===== src/rtl/pm_min_scheduler.sv =====
// Minimum path-metric search over all trellis states using one shared compare
// tree, time-multiplexed across two slices with a final modular compare.
module pm_min_scheduler #(
    parameter int unsigned PM_W     = 8,
    parameter int unsigned N_STATES = 64,
    parameter int unsigned SLICE_N  = 32,
    parameter int unsigned IDX_W    = 6
) (
    input  logic                     clk,
    input  logic                     rst_n,
    input  logic                     flush,
    input  logic                     pm_valid,
    output logic                     pm_ready,
    input  logic [N_STATES*PM_W-1:0] pm_data,
    output logic                     min_valid,
    input  logic                     min_ready,
    output logic [PM_W-1:0]          min_value,
    output logic [IDX_W-1:0]         min_index,
    output logic                     busy
);

    localparam int unsigned TREE_W = $clog2(SLICE_N);

    localparam logic [1:0] ST_IDLE = 2'd0;
    localparam logic [1:0] ST_S0   = 2'd1;
    localparam logic [1:0] ST_S1   = 2'd2;
    localparam logic [1:0] ST_OUT  = 2'd3;

    logic [1:0]                 state;
    logic [1:0]                 state_next;
    logic                       min_valid_next;
    logic                       accept_c;
    logic                       load_best0_c;
    logic                       load_min_c;

    logic [N_STATES*PM_W-1:0]   pm_buf;
    logic [PM_W-1:0]            best0_value;
    logic [TREE_W-1:0]          best0_index;

    logic [PM_W-1:0]            tree_value;
    logic [TREE_W-1:0]          tree_index;
    logic [PM_W-1:0]            final_value;
    logic [IDX_W-1:0]           final_index;

    // Modular compare: X1 wins iff it is strictly older after wrap; ties go to X2.
    function automatic logic x1_wins(input logic [PM_W-1:0] x1, input logic [PM_W-1:0] x2);
        return x1[PM_W-1] ^ x2[PM_W-1] ^ (x1[PM_W-2:0] < x2[PM_W-2:0]);
    endfunction

    // Shared pairwise tree; node i keeps the lower-index operand, i+step the higher.
    always_comb begin : tree_reduce
        logic [PM_W-1:0]   tv [SLICE_N];
        logic [TREE_W-1:0] ti [SLICE_N];
        for (int i = 0; i < SLICE_N; i++) begin
            if (state == ST_S1) begin
                tv[i] = pm_buf[(SLICE_N + i)*PM_W +: PM_W];
            end else begin
                tv[i] = pm_buf[i*PM_W +: PM_W];
            end
            ti[i] = TREE_W'(i);
        end
        for (int step = 1; step < SLICE_N; step = step * 2) begin
            for (int i = 0; i < SLICE_N; i = i + 2*step) begin
                if (!x1_wins(tv[i], tv[i+step])) begin
                    tv[i] = tv[i+step];
                    ti[i] = ti[i+step];
                end
            end
        end
        tree_value = tv[0];
        tree_index = ti[0];
    end

    // Final compare between the slice-0 best and the slice-1 winner.
    always_comb begin
        final_value = tree_value;
        final_index = IDX_W'(SLICE_N) + IDX_W'(tree_index);
        if (x1_wins(best0_value, tree_value)) begin
            final_value = best0_value;
            final_index = IDX_W'(best0_index);
        end
    end

    always_comb begin
        state_next     = state;
        min_valid_next = min_valid;
        accept_c       = 1'b0;
        load_best0_c   = 1'b0;
        load_min_c     = 1'b0;
        if (flush) begin
            state_next     = ST_IDLE;
            min_valid_next = 1'b0;
        end else begin
            case (state)
                ST_IDLE: begin
                    if (pm_valid) begin
                        accept_c   = 1'b1;
                        state_next = ST_S0;
                    end
                end
                ST_S0: begin
                    load_best0_c = 1'b1;
                    state_next   = ST_S1;
                end
                ST_S1: begin
                    load_min_c     = 1'b1;
                    min_valid_next = 1'b1;
                    state_next     = ST_OUT;
                end
                ST_OUT: begin
                    if (min_ready) begin
                        min_valid_next = 1'b0;
                        state_next     = ST_IDLE;
                    end
                end
                default: begin
                    state_next     = ST_IDLE;
                    min_valid_next = 1'b0;
                end
            endcase
        end
    end

    always_ff @(posedge clk or negedge rst_n) begin
        if (!rst_n) begin
            state     <= ST_IDLE;
            pm_ready  <= 1'b1;
            busy      <= 1'b0;
            min_valid <= 1'b0;
        end else begin
            state     <= state_next;
            pm_ready  <= (state_next == ST_IDLE);
            busy      <= (state_next != ST_IDLE);
            min_valid <= min_valid_next;
        end
    end

    // Metric buffer, slice-0 best and result registers.
    always_ff @(posedge clk or negedge rst_n) begin
        if (!rst_n) begin
            pm_buf      <= '0;
            best0_value <= '0;
            best0_index <= '0;
            min_value   <= '0;
            min_index   <= '0;
        end else begin
            if (accept_c) begin
                pm_buf <= pm_data;
            end
            if (load_best0_c) begin
                best0_value <= tree_value;
                best0_index <= tree_index;
            end
            if (load_min_c) begin
                min_value <= final_value;
                min_index <= final_index;
            end
        end
    end

endmodule


===== config.mk =====
export PLATFORM = sky130hd
export DESIGN_NAME = pm_min_scheduler
export DESIGN_NICKNAME = d
export VERILOG_FILES = /design/src/rtl/pm_min_scheduler.sv
export SDC_FILE = /design/constraint.sdc
export NUM_CORES = 2
export LEC_CHECK = 0
export BUFFER_PORTS_ARGS = -buffer_cell sky130_fd_sc_hd__buf_4
export CAP_MARGIN = 5
export CORE_ASPECT_RATIO = 1.4
export CORE_MARGIN = 10
export CORE_UTILIZATION = 60
export DETAILED_ROUTE_END_ITERATION = 6
export MAX_ROUTING_LAYER = met4
export PLACE_DENSITY = 0.93
export SYNTH_ARGS = -nofsm -noshare
export SYNTH_HDL_FRONTEND = slang
export SYNTH_SLANG_ARGS = --single-unit
export TNS_END_PERCENT = 1

===== constraint.sdc =====
create_clock -name clk -period 45.1 [get_ports clk]
set_clock_uncertainty 0.15 [all_clocks]
set_input_delay 9.02 -clock clk [delete_from_list [all_inputs] [get_ports clk]]
set_output_delay 9.02 -clock clk [all_outputs]
set_load 0.01 [all_outputs]

==> metrics.cfg <==
[place]
dp_hpwl_mm = 79.8
port_buffers = 533
gp_congestion = 0.949

[global_route]
grt_overflow = 0
grt_pass1_wl_mm = 169
grtUsageTotal_pct = 31.8
grt_pass1_vias = 30077
antenna_found_initial = 12
grt_max_degree = 187

[sta]
grt_setup_unrepaired = false
hold_viol = 0
maxSlewHeadroom_pct = 21.1
fmax_mhz = 59.3
tightest_slew_ps = 1180
finalSetupViolations = 0
period_minus_slack_ps = 16880
min_period_over_period_pct = 37.4
final.setup.tns_ps = 0
slew_violations = 0

[clocking]
cts_made_buffers = 54
cts-root-buf = clkbuf_16
clock_latency_ps = 610
cts_sinks = 544
post_cts_buffers = 0
clockBufferDepth = 3
path_clk_slew_ps = 70
cts_resized = 0
htreeDepth = 2
cts_tree = done
postCtsHoldBufs = 0

[detailed_routing]
wire_per_inst_microns = 23.8
via_per_inst = 6.35
vias = 28914
dr.first_iter.drc_count = 2748
dr.pass1.iters = 6
drc = 0
routed_wl_mm = 108
final_antenna_net_count = 0

[final_layout]
syn2layout_area_growth_pct = 18.7
drive_gt1_share_pct = 33.0
multiInputGateArea_sq_mm = 0.0196
nets = 4401
seqCellArea_sq_mm = 0.0136
fillCellCount = 3844

[floorplan]
core_sq_mm = 0.0573
die_w_microns = 223
fp-row-count = 104
die-height_microns = 304
initial_core_util_pct = 60.3
dieArea_sq_mm = 0.0677
design.portCount = 534

[worst_setup_path]
cpMostUsedCell = a21o_1
critPathLaunchType = flip-flop
slowest_stage = xor2_1
crit_required_ps = 45430
critPathKind = reg -> reg
max_stage_delay_ps = 920
path_max_fanout = 61
critical_path_arrival_ps = 17210
timing.critical_path.to_type = flip-flop

[hold_path]
hold_class = reg -> reg

[synth]
synth_area_leaders = dfrtp_1, mux2_2, mux2i_1
synth_seq_area_share_pct = 39.4
syn_inst = 3290
synth_area_leader_cell = dfrtp_1
synth_compound_area_share_pct = 13.1
synthFlopType = dfrtp_1
synth_enable_flop_cells = 0
syn_area_sq_mm = 0.0345
synth.area.mux_share_pct = 24.3
netlist-cell-type-count = 119
synthXorXnorAreaFrac_pct = 2.56
yosys_warnings = 0
synthAdderAreaFrac_pct = 5.07
synthSimpleGateAreaFrac_pct = 11.7
syn_nets = 3938
synth.avg_cell_area_sq_um = 10.5
synth_top_family_by_area = multiplexers
async_flop_share_pct = 100
synth_top_area_share_pct = 39.3
ys_ff_latch = 544

[job]
cap_violations = 0

[run_status]
status = completed

-- worst paths after layout --
check / start / end / slack (ps) / cells past startpoint
min in group asynchronous: rst_n / pm_buf[206] / 8310 / 1
worst max register to register: state[1] / min_index[0] / 28220 / 55
max in group asynchronous: rst_n / pm_buf[27] / 34130 / 3
worst max-delay path: state[1] / min_index[0] / 28220 / 55
worst min register to register: min_value[6] / min_value[6] / 330 / 2
worst min-delay path: min_value[6] / min_value[6] / 330 / 2
-- cell usage in the layout, fill, tap and decap left out, types with 15 or more instances in the layout --
| master | instances |
|---|---|
| buf_4 | 548 |
| dfrtp_1 | 541 |
| mux2_2 | 475 |
| nand2_1 | 414 |
| mux2i_1 | 175 |
| o21ai_0 | 165 |
| inv_1 | 164 |
| ha_1 | 131 |
| nor2_1 | 123 |
| a21oi_1 | 120 |
| clkbuf_16 | 57 |
| mux4_2 | 53 |
| xnor2_1 | 47 |
| xor2_1 | 43 |
| a21o_1 | 42 |
| nand3_1 | 41 |
| o21a_1 | 40 |
| nand4_1 | 37 |
| nand2b_1 | 34 |
| o21ai_1 | 32 |
| a211oi_1 | 30 |
| nor2b_1 | 29 |
| o211ai_1 | 21 |
| nor3_1 | 18 |
| and2_1 | 18 |
| a31oi_1 | 15 |
| o211a_1 | 15 |
-- layer usage --
| metal | GRT usage (%) | share of wire, % |
|---|---|---|
| met5 | - | 0 |
| met1 | 35.2 | 37 |
| met4 | 17.3 | 6.3 |
| met2 | 53.9 | 50 |
| met3 | 5.23 | 6.7 |
-- final cells by class --
type,count,share of cell area (%)
inverter,166,1.52
tap,742,2.26
clock inverter,27,1.05
antenna,13,0.0794
sequential,544,33.2
clock buffer,71,3.73
multi-input combinational,2434,47.9
timing repair buffer,553,10.3
-- cells by family (layout without fill, tap and decap cells) --
family | Yosys count | after routing
flops | 544 | 544
compound gates | 659 | 659
buf+inv | 312 | 817
simple gates | 827 | 827
mux | 710 | 710
fa+ha+maj | 142 | 142
xor+xnor | 96 | 96
other cells | 0 | 13
-- cell usage after synthesis, types with 32 or more instances --
master    count
ha_1        131
xor2_1       43
nand2_1     414
o21a_1       40
o21ai_0     165
a21o_1       42
xnor2_1      47
o21ai_1      32
a21oi_1     120
inv_1       164
nand2b_1     35
mux4_2       53
mux2_2      475
nor2_1      123
nand4_1      37
nand3_1      41
mux2i_1     175
dfrtp_1     543
clkbuf_1     93
-- state kept, by name (all words and copies together) (netlist names) --
signal,flops
min_index,6
state,2
pm_buf,512
best0_index,5
best0_value,8
min_valid,1
pm_ready,1
busy,1
min_value,8
-- worst max-delay path, delay by kind of cell (launching register included) --
family	cells	cell delay (ps)
adder cells (fa/ha/maj)	6	1960
XOR/XNOR	5	3380
buffers and inverters	6	1670
multiplexers	4	1450
flip-flops	1	380
AND/OR/NAND/NOR	10	2190
AO/OA/AOI/OAI	24	5520
-- through the flow --
| stage | instance area (sq um) | utilization, % | hold slack (ps) | instances | setup WS (ps) |
|---|---|---|---|---|---|
| floorplan | 34500 | - | 299 | 3290 | 30090 |
| global placement | 39000 | 68.1 | 314 | 4439 | 28850 |
| detailed placement | 39000 | 68.1 | 321 | 4439 | 28300 |
| CTS | 41000 | 71.5 | 335 | 4537 | 28270 |
| global route | 41000 | 71.6 | 358 | 4549 | 27010 |
| finish | 41000 | 71.6 | 330 | 4550 | 28220 |
Power is left out: the tool's default activity adds up to more than one toggle a clock period on the data nets, which glitch-free logic cannot reach.
